--- src/rtl/alu_muldiv_pkg.sv ---
// Shared ALU definitions: function codes and the mul/div sequencer states.
package alu_muldiv_pkg;

  typedef enum logic [3:0] {
    AluFuncAdd   = 4'd0,
    AluFuncSub   = 4'd1,
    AluFuncAnd   = 4'd2,
    AluFuncOr    = 4'd3,
    AluFuncXor   = 4'd4,
    AluFuncSlt   = 4'd5,
    AluFuncMult  = 4'd6,
    AluFuncMultu = 4'd7,
    AluFuncDiv   = 4'd8,
    AluFuncDivu  = 4'd9
  } alu_func_e;

  typedef enum logic [1:0] {
    StIdle = 2'd0,
    StCalc = 2'd1,
    StFix  = 2'd2,
    StDone = 2'd3
  } muldiv_state_e;

  function automatic logic is_muldiv(alu_func_e func);
    return (func == AluFuncMult) || (func == AluFuncMultu) ||
           (func == AluFuncDiv)  || (func == AluFuncDivu);
  endfunction

endpackage

--- src/rtl/alu_muldiv_step.sv ---
// One combinational iteration: radix-2 shift-add multiply or restoring divide.
module alu_muldiv_step #(
  parameter int unsigned DATA_W = 32
) (
  input  logic [2*DATA_W-1:0] i_acc,
  input  logic [DATA_W-1:0]   i_operand,
  input  logic                i_is_div,
  output logic [2*DATA_W-1:0] o_acc,
  output logic                o_q_bit
);

  logic [DATA_W:0] w_sum;
  logic [DATA_W:0] w_rem_sh;
  logic [DATA_W:0] w_diff;

  always_comb begin
    w_sum    = {1'b0, i_acc[2*DATA_W-1:DATA_W]} + (i_acc[0] ? {1'b0, i_operand} : '0);
    // Partial remainder shifted left with the next dividend bit appended.
    w_rem_sh = i_acc[2*DATA_W-1:DATA_W-1];
    w_diff   = w_rem_sh - {1'b0, i_operand};
    o_q_bit  = 1'b0;
    o_acc    = {w_sum, i_acc[DATA_W-1:1]};
    if (i_is_div) begin
      o_q_bit = ~w_diff[DATA_W];
      o_acc   = {(o_q_bit ? w_diff[DATA_W-1:0] : w_rem_sh[DATA_W-1:0]),
                 i_acc[DATA_W-2:0], 1'b0};
    end
  end

endmodule

--- src/rtl/alu_muldiv.sv ---
// Iterative multiply/divide unit feeding HI/LO; fixed DATA_W+2 cycle latency.
// Optional ALU_MULDIV_EARLY_OUT_EN: multiplies finish once remaining multiplier bits are zero.
module alu_muldiv
  import alu_muldiv_pkg::*;
#(
  parameter int unsigned DATA_W = 32
) (
  input  logic              i_clk,
  input  logic              i_rst,
  input  logic              i_start,
  input  alu_func_e         i_func,
  input  logic [DATA_W-1:0] i_data1,
  input  logic [DATA_W-1:0] i_data2,
  input  logic              i_flush,
  output logic              o_busy,
  output logic              o_done,
  output logic [DATA_W-1:0] o_hi,
  output logic [DATA_W-1:0] o_lo
);

  localparam int unsigned CNT_W = $clog2(DATA_W + 1);

  muldiv_state_e       r_state;
  logic [CNT_W-1:0]    r_cnt;
  logic [2*DATA_W-1:0] r_acc;
  logic [DATA_W-1:0]   r_op;
  logic                r_is_div;
  logic                r_neg_res;
  logic                r_neg_rem;
  logic                r_div_zero;
  logic                r_busy;
  logic                r_done;
  logic [DATA_W-1:0]   r_hi;
  logic [DATA_W-1:0]   r_lo;

  logic                w_is_signed;
  logic                w_is_div;
  logic                w_sign1;
  logic                w_sign2;
  logic [DATA_W-1:0]   w_abs1;
  logic [DATA_W-1:0]   w_abs2;
  logic [2*DATA_W-1:0] w_step_acc;
  logic                w_q_bit;
  logic [2*DATA_W-1:0] w_next_acc;
  logic [2*DATA_W-1:0] w_calc_acc;
  logic                w_calc_last;
  logic [2*DATA_W-1:0] w_prod_fix;
  logic [DATA_W-1:0]   w_quo_fix;
  logic [DATA_W-1:0]   w_rem_fix;
  logic [DATA_W-1:0]   w_fix_hi;
  logic [DATA_W-1:0]   w_fix_lo;
`ifdef ALU_MULDIV_EARLY_OUT_EN
  logic [DATA_W-1:0]   w_rem_mask;
`endif

  alu_muldiv_step #(
    .DATA_W(DATA_W)
  ) u_step (
    .i_acc    (r_acc),
    .i_operand(r_op),
    .i_is_div (r_is_div),
    .o_acc    (w_step_acc),
    .o_q_bit  (w_q_bit)
  );

  always_comb begin
    w_is_signed = (i_func == AluFuncMult) || (i_func == AluFuncDiv);
    w_is_div    = (i_func == AluFuncDiv) || (i_func == AluFuncDivu);
    w_sign1     = w_is_signed & i_data1[DATA_W-1];
    w_sign2     = w_is_signed & i_data2[DATA_W-1];
    w_abs1      = w_sign1 ? -i_data1 : i_data1;
    w_abs2      = w_sign2 ? -i_data2 : i_data2;
  end

  always_comb begin
    w_next_acc  = {w_step_acc[2*DATA_W-1:1], w_step_acc[0] | w_q_bit};
    w_calc_acc  = w_next_acc;
    w_calc_last = (r_cnt == CNT_W'(1));
`ifdef ALU_MULDIV_EARLY_OUT_EN
    // Low r_cnt-1 bits of the accumulator still hold unprocessed multiplier bits.
    w_rem_mask = (DATA_W'(1) << (r_cnt - CNT_W'(1))) - DATA_W'(1);
    if (!r_is_div && ((w_next_acc[DATA_W-1:0] & w_rem_mask) == '0)) begin
      w_calc_acc  = w_next_acc >> (r_cnt - CNT_W'(1));
      w_calc_last = 1'b1;
    end
`endif
  end

  always_comb begin
    w_prod_fix = r_neg_res ? -r_acc : r_acc;
    w_quo_fix  = r_neg_res ? -r_acc[DATA_W-1:0] : r_acc[DATA_W-1:0];
    if (r_div_zero) begin
      w_quo_fix = '1;
    end
    w_rem_fix = r_neg_rem ? -r_acc[2*DATA_W-1:DATA_W] : r_acc[2*DATA_W-1:DATA_W];
    w_fix_hi  = r_is_div ? w_rem_fix : w_prod_fix[2*DATA_W-1:DATA_W];
    w_fix_lo  = r_is_div ? w_quo_fix : w_prod_fix[DATA_W-1:0];
  end

  always_ff @(posedge i_clk) begin
    if (i_rst) begin
      r_state    <= StIdle;
      r_cnt      <= '0;
      r_acc      <= '0;
      r_op       <= '0;
      r_is_div   <= 1'b0;
      r_neg_res  <= 1'b0;
      r_neg_rem  <= 1'b0;
      r_div_zero <= 1'b0;
      r_busy     <= 1'b0;
      r_done     <= 1'b0;
      r_hi       <= '0;
      r_lo       <= '0;
    end else begin
      unique case (r_state)
        StIdle, StDone: begin
          r_done  <= 1'b0;
          r_state <= StIdle;
          if (i_start && !i_flush && is_muldiv(i_func)) begin
            r_state    <= StCalc;
            r_busy     <= 1'b1;
            r_cnt      <= CNT_W'(DATA_W);
            r_is_div   <= w_is_div;
            r_neg_res  <= w_sign1 ^ w_sign2;
            r_neg_rem  <= w_sign1;
            r_div_zero <= w_is_div && (i_data2 == '0);
            r_acc      <= {{DATA_W{1'b0}}, (w_is_div ? w_abs1 : w_abs2)};
            r_op       <= w_is_div ? w_abs2 : w_abs1;
`ifdef ALU_MULDIV_EARLY_OUT_EN
            if (!w_is_div && (w_abs2 == '0)) begin
              r_state <= StFix;
            end
`endif
          end
        end
        StCalc: begin
          if (i_flush) begin
            r_state <= StIdle;
            r_busy  <= 1'b0;
          end else begin
            r_acc <= w_calc_acc;
            r_cnt <= r_cnt - CNT_W'(1);
            if (w_calc_last) begin
              r_state <= StFix;
            end
          end
        end
        StFix: begin
          r_state <= StIdle;
          r_busy  <= 1'b0;
          if (!i_flush) begin
            r_state <= StDone;
            r_done  <= 1'b1;
            r_hi    <= w_fix_hi;
            r_lo    <= w_fix_lo;
          end
        end
        default: r_state <= StIdle;
      endcase
    end
  end

  assign o_busy = r_busy;
  assign o_done = r_done;
  assign o_hi   = r_hi;
  assign o_lo   = r_lo;

endmodule

--- config.mk ---
export PLATFORM = sky130hd
export DESIGN_NAME = alu_muldiv
export DESIGN_NICKNAME = d
export VERILOG_FILES = /design/src/rtl/alu_muldiv_pkg.sv /design/src/rtl/alu_muldiv_step.sv /design/src/rtl/alu_muldiv.sv
export SDC_FILE = /design/constraint.sdc
export NUM_CORES = 1
export LEC_CHECK = 0
export ABC_CLOCK_PERIOD_IN_PS = 6900
export CAP_MARGIN = 25
export CORE_MARGIN = 4
export CORE_UTILIZATION = 50
export CTS_BUF_LIST = sky130_fd_sc_hd__clkbuf_8
export CTS_CLUSTER_SIZE = 20
export DETAILED_ROUTE_END_ITERATION = 7
export PLACE_DENSITY = 0.71
export SYNTH_ARGS = -nofsm -noshare
export SYNTH_HDL_FRONTEND = slang
export SYNTH_HIERARCHICAL = 1
export SYNTH_SLANG_ARGS = --single-unit
export TNS_END_PERCENT = 1
--- constraint.sdc ---
create_clock -name i_clk -period 6.9 [get_ports i_clk]
set_input_delay 1.38 -clock i_clk [delete_from_list [all_inputs] [get_ports i_clk]]
set_output_delay 1.38 -clock i_clk [all_outputs]
set_load 0.01 [all_outputs]
==> impl_metrics.py <==
metrics = {
    "cts": {
        "cts_buffers": 17,
        "post_cts.repair.setup_buffers": 0,
        "htree_levels": 4,
        "clkLatencyLatePin_ns": 0.48,
        "cts_resized": 0,
        "hold_buffers": 0,
        "cts.reportedPaths.clkPinSlew_ns": 0.11,
        "cts_sinks": 174,
        "cts_max_path_buffers": 2,
        "tritoncts": "built",
        "root_buffer": "clkbuf_8",
    },
    "timing": {
        "period_minus_slack_ns": 4.442,
        "fin_crit_sh_pct": 64.38,
        "skew_ns": 0.02625,
        "holdWs_ns": 0.4597,
        "tightest_slew_ns": 1.074,
        "fin_setup_tns_ns": 0,
        "finalSetupViolCount": 0,
        "maxSlewHeadroom_pct": 28.16,
        "rsz0062_at_grt": "false",
        "max_freq_ghz": 0.2251,
        "hold_viol_final": 0,
        "report.final.slew_viol_count": 0,
    },
    "yosys": {
        "synth_compound_area_share_pct": 27.40,
        "synthCells": 2022,
        "synth_fa_ha_area_share_pct": 6.249,
        "synth_cell_types": 84,
        "yosys-top-cells-count": "a21oi_1, nand2_1, dfxtp_1",
        "synthSimpleGateAreaFrac_pct": 23.55,
        "ys_seq_area_share_pct": 23.14,
        "synth_seq_cells": 174,
        "yosys.area.top_type_share_pct": 23.14,
        "synthTopCellsByArea": "dfxtp_1, a21oi_1, ha_1",
        "synth_edf_count": 0,
        "synth_area_um2": 15060,
        "syn_avg_cell_area_um2": 7.446,
        "synth-async-reset-ratio_pct": 0,
        "yosysWarningCount": 6,
        "synth_xor_area_share_pct": 8.842,
        "synth_top_family_by_area": "compound AO/OA/AOI/OAI gates",
        "synth_top_area_cell": "dfxtp_1",
        "synth-main-ff-cell": "dfxtp_1",
        "synth_mux_area_share_pct": 5.518,
        "synthesis.nets": 2168,
    },
    "setup_path": {
        "crit_start": "r_acc[32]$_SDFFE_PP0P_",
        "cp.required_ns": 7.32,
        "crit_arrival_ns": 4.86,
        "worstSetupEndpointType": "flip-flop",
        "rr_startpoint": "r_acc[32]$_SDFFE_PP0P_",
        "r2r_cells": 14,
        "rr_endpoint": "r_acc[32]$_SDFFE_PP0P_",
        "critPathCapture": "r_acc[32]$_SDFFE_PP0P_",
        "cp-start-kind": "flip-flop",
        "cp_max_fo": 44,
        "reg2reg_slack_ns": 2.46,
        "path_class": "flip-flop to flip-flop",
    },
    "final_layout": {
        "layout.cells.non_filler": 2474,
        "stdcell_area_um2": 16980,
        "fill_cells": 2848,
        "layout-drive-gt1-share_pct": 6.574,
        "n_antenna_cell": 0,
        "fin_nets": 2217,
        "area_growth_syn_to_layout_pct": 12.76,
    },
    "run": {
        "cap_violations": 0,
    },
    "power": {
        "power_density_nw_per_um2": 137.6,
        "p_sw_share_pct": 35.74,
        "ir_worst_vdd_uv": 111.4,
        "switching_power_mw": 0.8349,
        "pwr-share-clk_pct": 30.0,
        "power_leakage_nw": 6.552,
        "combPwrFrac_pct": 25.4,
        "sequentialPowerShare_pct": 44.6,
        "p_int_mw": 1.501,
    },
    "die": {
        "die_y_um": 181.5,
        "start_util_pct": 50.80,
        "core_um2": 29640,
        "dieWidth_um": 181.5,
        "ios": 138,
        "placementRows": 63,
        "dieArea_um2": 32950,
    },
    "routing": {
        "drt-total-wl_mm": 55.35,
        "viasPerCell": 6.581,
        "drt_iter0_drc": 1720,
        "vias": 16280,
        "drc": 0,
        "first_pass_iters": 7,
        "postRouteAntennaNets": 0,
        "wl_per_cell_um": 22.37,
    },
    "placement": {
        "gp_routability_congestion": 1.017,
        "dp_hpwl_mm": 41.57,
        "place_inst": 2442,
        "placed_area_um2": 16610,
        "numPortBuffers": 137,
    },
    "global_route": {
        "grt_pass1_wl_mm": 85.37,
        "antenna_found_initial": 0,
        "grt_max_degree": 70,
        "globalRouteTotalUtil_pct": 31.90,
        "grt-ovfl-total": 0,
        "grt_pass1_vias": 15060,
    },
    "hold_path": {
        "hp-class": "flip-flop to flip-flop",
    },
    "run_status": {
        "status": "complete, no violations",
    },
}
==> flip-flops by register name (all words and copies together) (netlist names), 2 cells and up <==
| register | cells |
|---|---|
| o_hi | 32 |
| r_acc | 64 |
| o_lo | 32 |
| r_cnt | 6 |
| r_state | 2 |
| r_op | 32 |
==> per-layer routing <==
metal,up-vias,routed length [um],GRT usage [%],share of wire [%]
met5,-,0,0,0
met4,0,2080,11.53,3.8
met3,105,3748,4.527,6.8
met2,745,25000,51.34,45
met1,7836,24520,43.72,44
li1,7595,-,-,-
==> logic make-up (layout without fill, tap and decap cells) <==
kind of cell	Yosys count	after routing
xor gates and xnor gates	152	152
AOI/OAI and AO/OA	643	643
DFF	174	174
adders and majority gates	74	74
muxes	78	78
buffers and inverters	204	266
and+or+nand+nor	697	697
==> cell type report <==
cell class	count	area (um^2)	area share, %
inverter	74	277.8	1.636
tap	390	488.0	2.874
clock inverter	15	133.9	0.7886
timing repair buffer	160	1539	9.065
sequential	174	3487	20.54
multi-input combinational	1644	10820	63.72
clock buffer	17	234.0	1.378
==> power groups by stage <==
stage,registers [mW],logic [mW],clock network (mW)
floorplan,1.05,0.378,0
global placement,1.06,0.571,0
detailed placement,1.06,0.572,0
CTS,1.04,0.575,0.704
global route,1.04,0.628,0.747
finish,1.04,0.594,0.700
==> worst min-delay path by stage <==
stage | cells past startpoint | endpoint | slack, ns | startpoint
6_report | 2 | r_neg_res$_SDFFE_PP0P_ | 0.46 | r_neg_res$_SDFFE_PP0P_
4_1_cts | 2 | r_neg_res$_SDFFE_PP0P_ | 0.46 | r_neg_res$_SDFFE_PP0P_
5_1_grt | 2 | r_neg_res$_SDFFE_PP0P_ | 0.48 | r_neg_res$_SDFFE_PP0P_
2_1_floorplan | 2 | r_div_zero$_SDFFE_PP0P_ | 0.43 | r_div_zero$_SDFFE_PP0P_
3_3_place_gp | 2 | o_hi[12]$_SDFFE_PP0P_ | 0.45 | o_hi[12]$_SDFFE_PP0P_
3_5_place_dp | 2 | r_neg_res$_SDFFE_PP0P_ | 0.45 | r_neg_res$_SDFFE_PP0P_
==> placed cells by master, fill, tap and decap left out, drive strengths merged, types with 72 or more instances in the layout <==
master,netlist,routed
nand3,87,87
clkdlybuf4s50,0,136
xnor2,76,76
inv,74,81
dfxtp,174,174
ha,72,72
a21oi,200,200
nand2,200,200
xor2,76,76
o21ai,153,153
nor2,127,127
==> per-stage QoR <==
step / utilization [%] / setup WS (ns) / power [mW]
floorplan: - / 3.305 / 1.430
global placement: 56.04 / 2.398 / 1.634
detailed placement: 56.04 / 2.439 / 1.636
CTS: 57.28 / 2.569 / 2.319
global route: 57.28 / 2.251 / 2.419
finish: 57.28 / 2.458 / 2.336
==> worst max-delay path: stages (launching register included) <==
cell	delay, ns
dfxtp_1	0.66
inv_1	0.16
fa_1	0.49
nor2b_1	0.19
o2111ai_1	0.25
a2111oi_0	0.54
buf_4	0.20
or3_1	0.13
a21oi_1	0.10
a311oi_4	0.21
buf_4	0.57
mux2_2	0.41
a21oi_1	0.17
nand3_1	0.11
a21oi_1	0.18
Note: power is estimated with default switching activity, not from simulation.
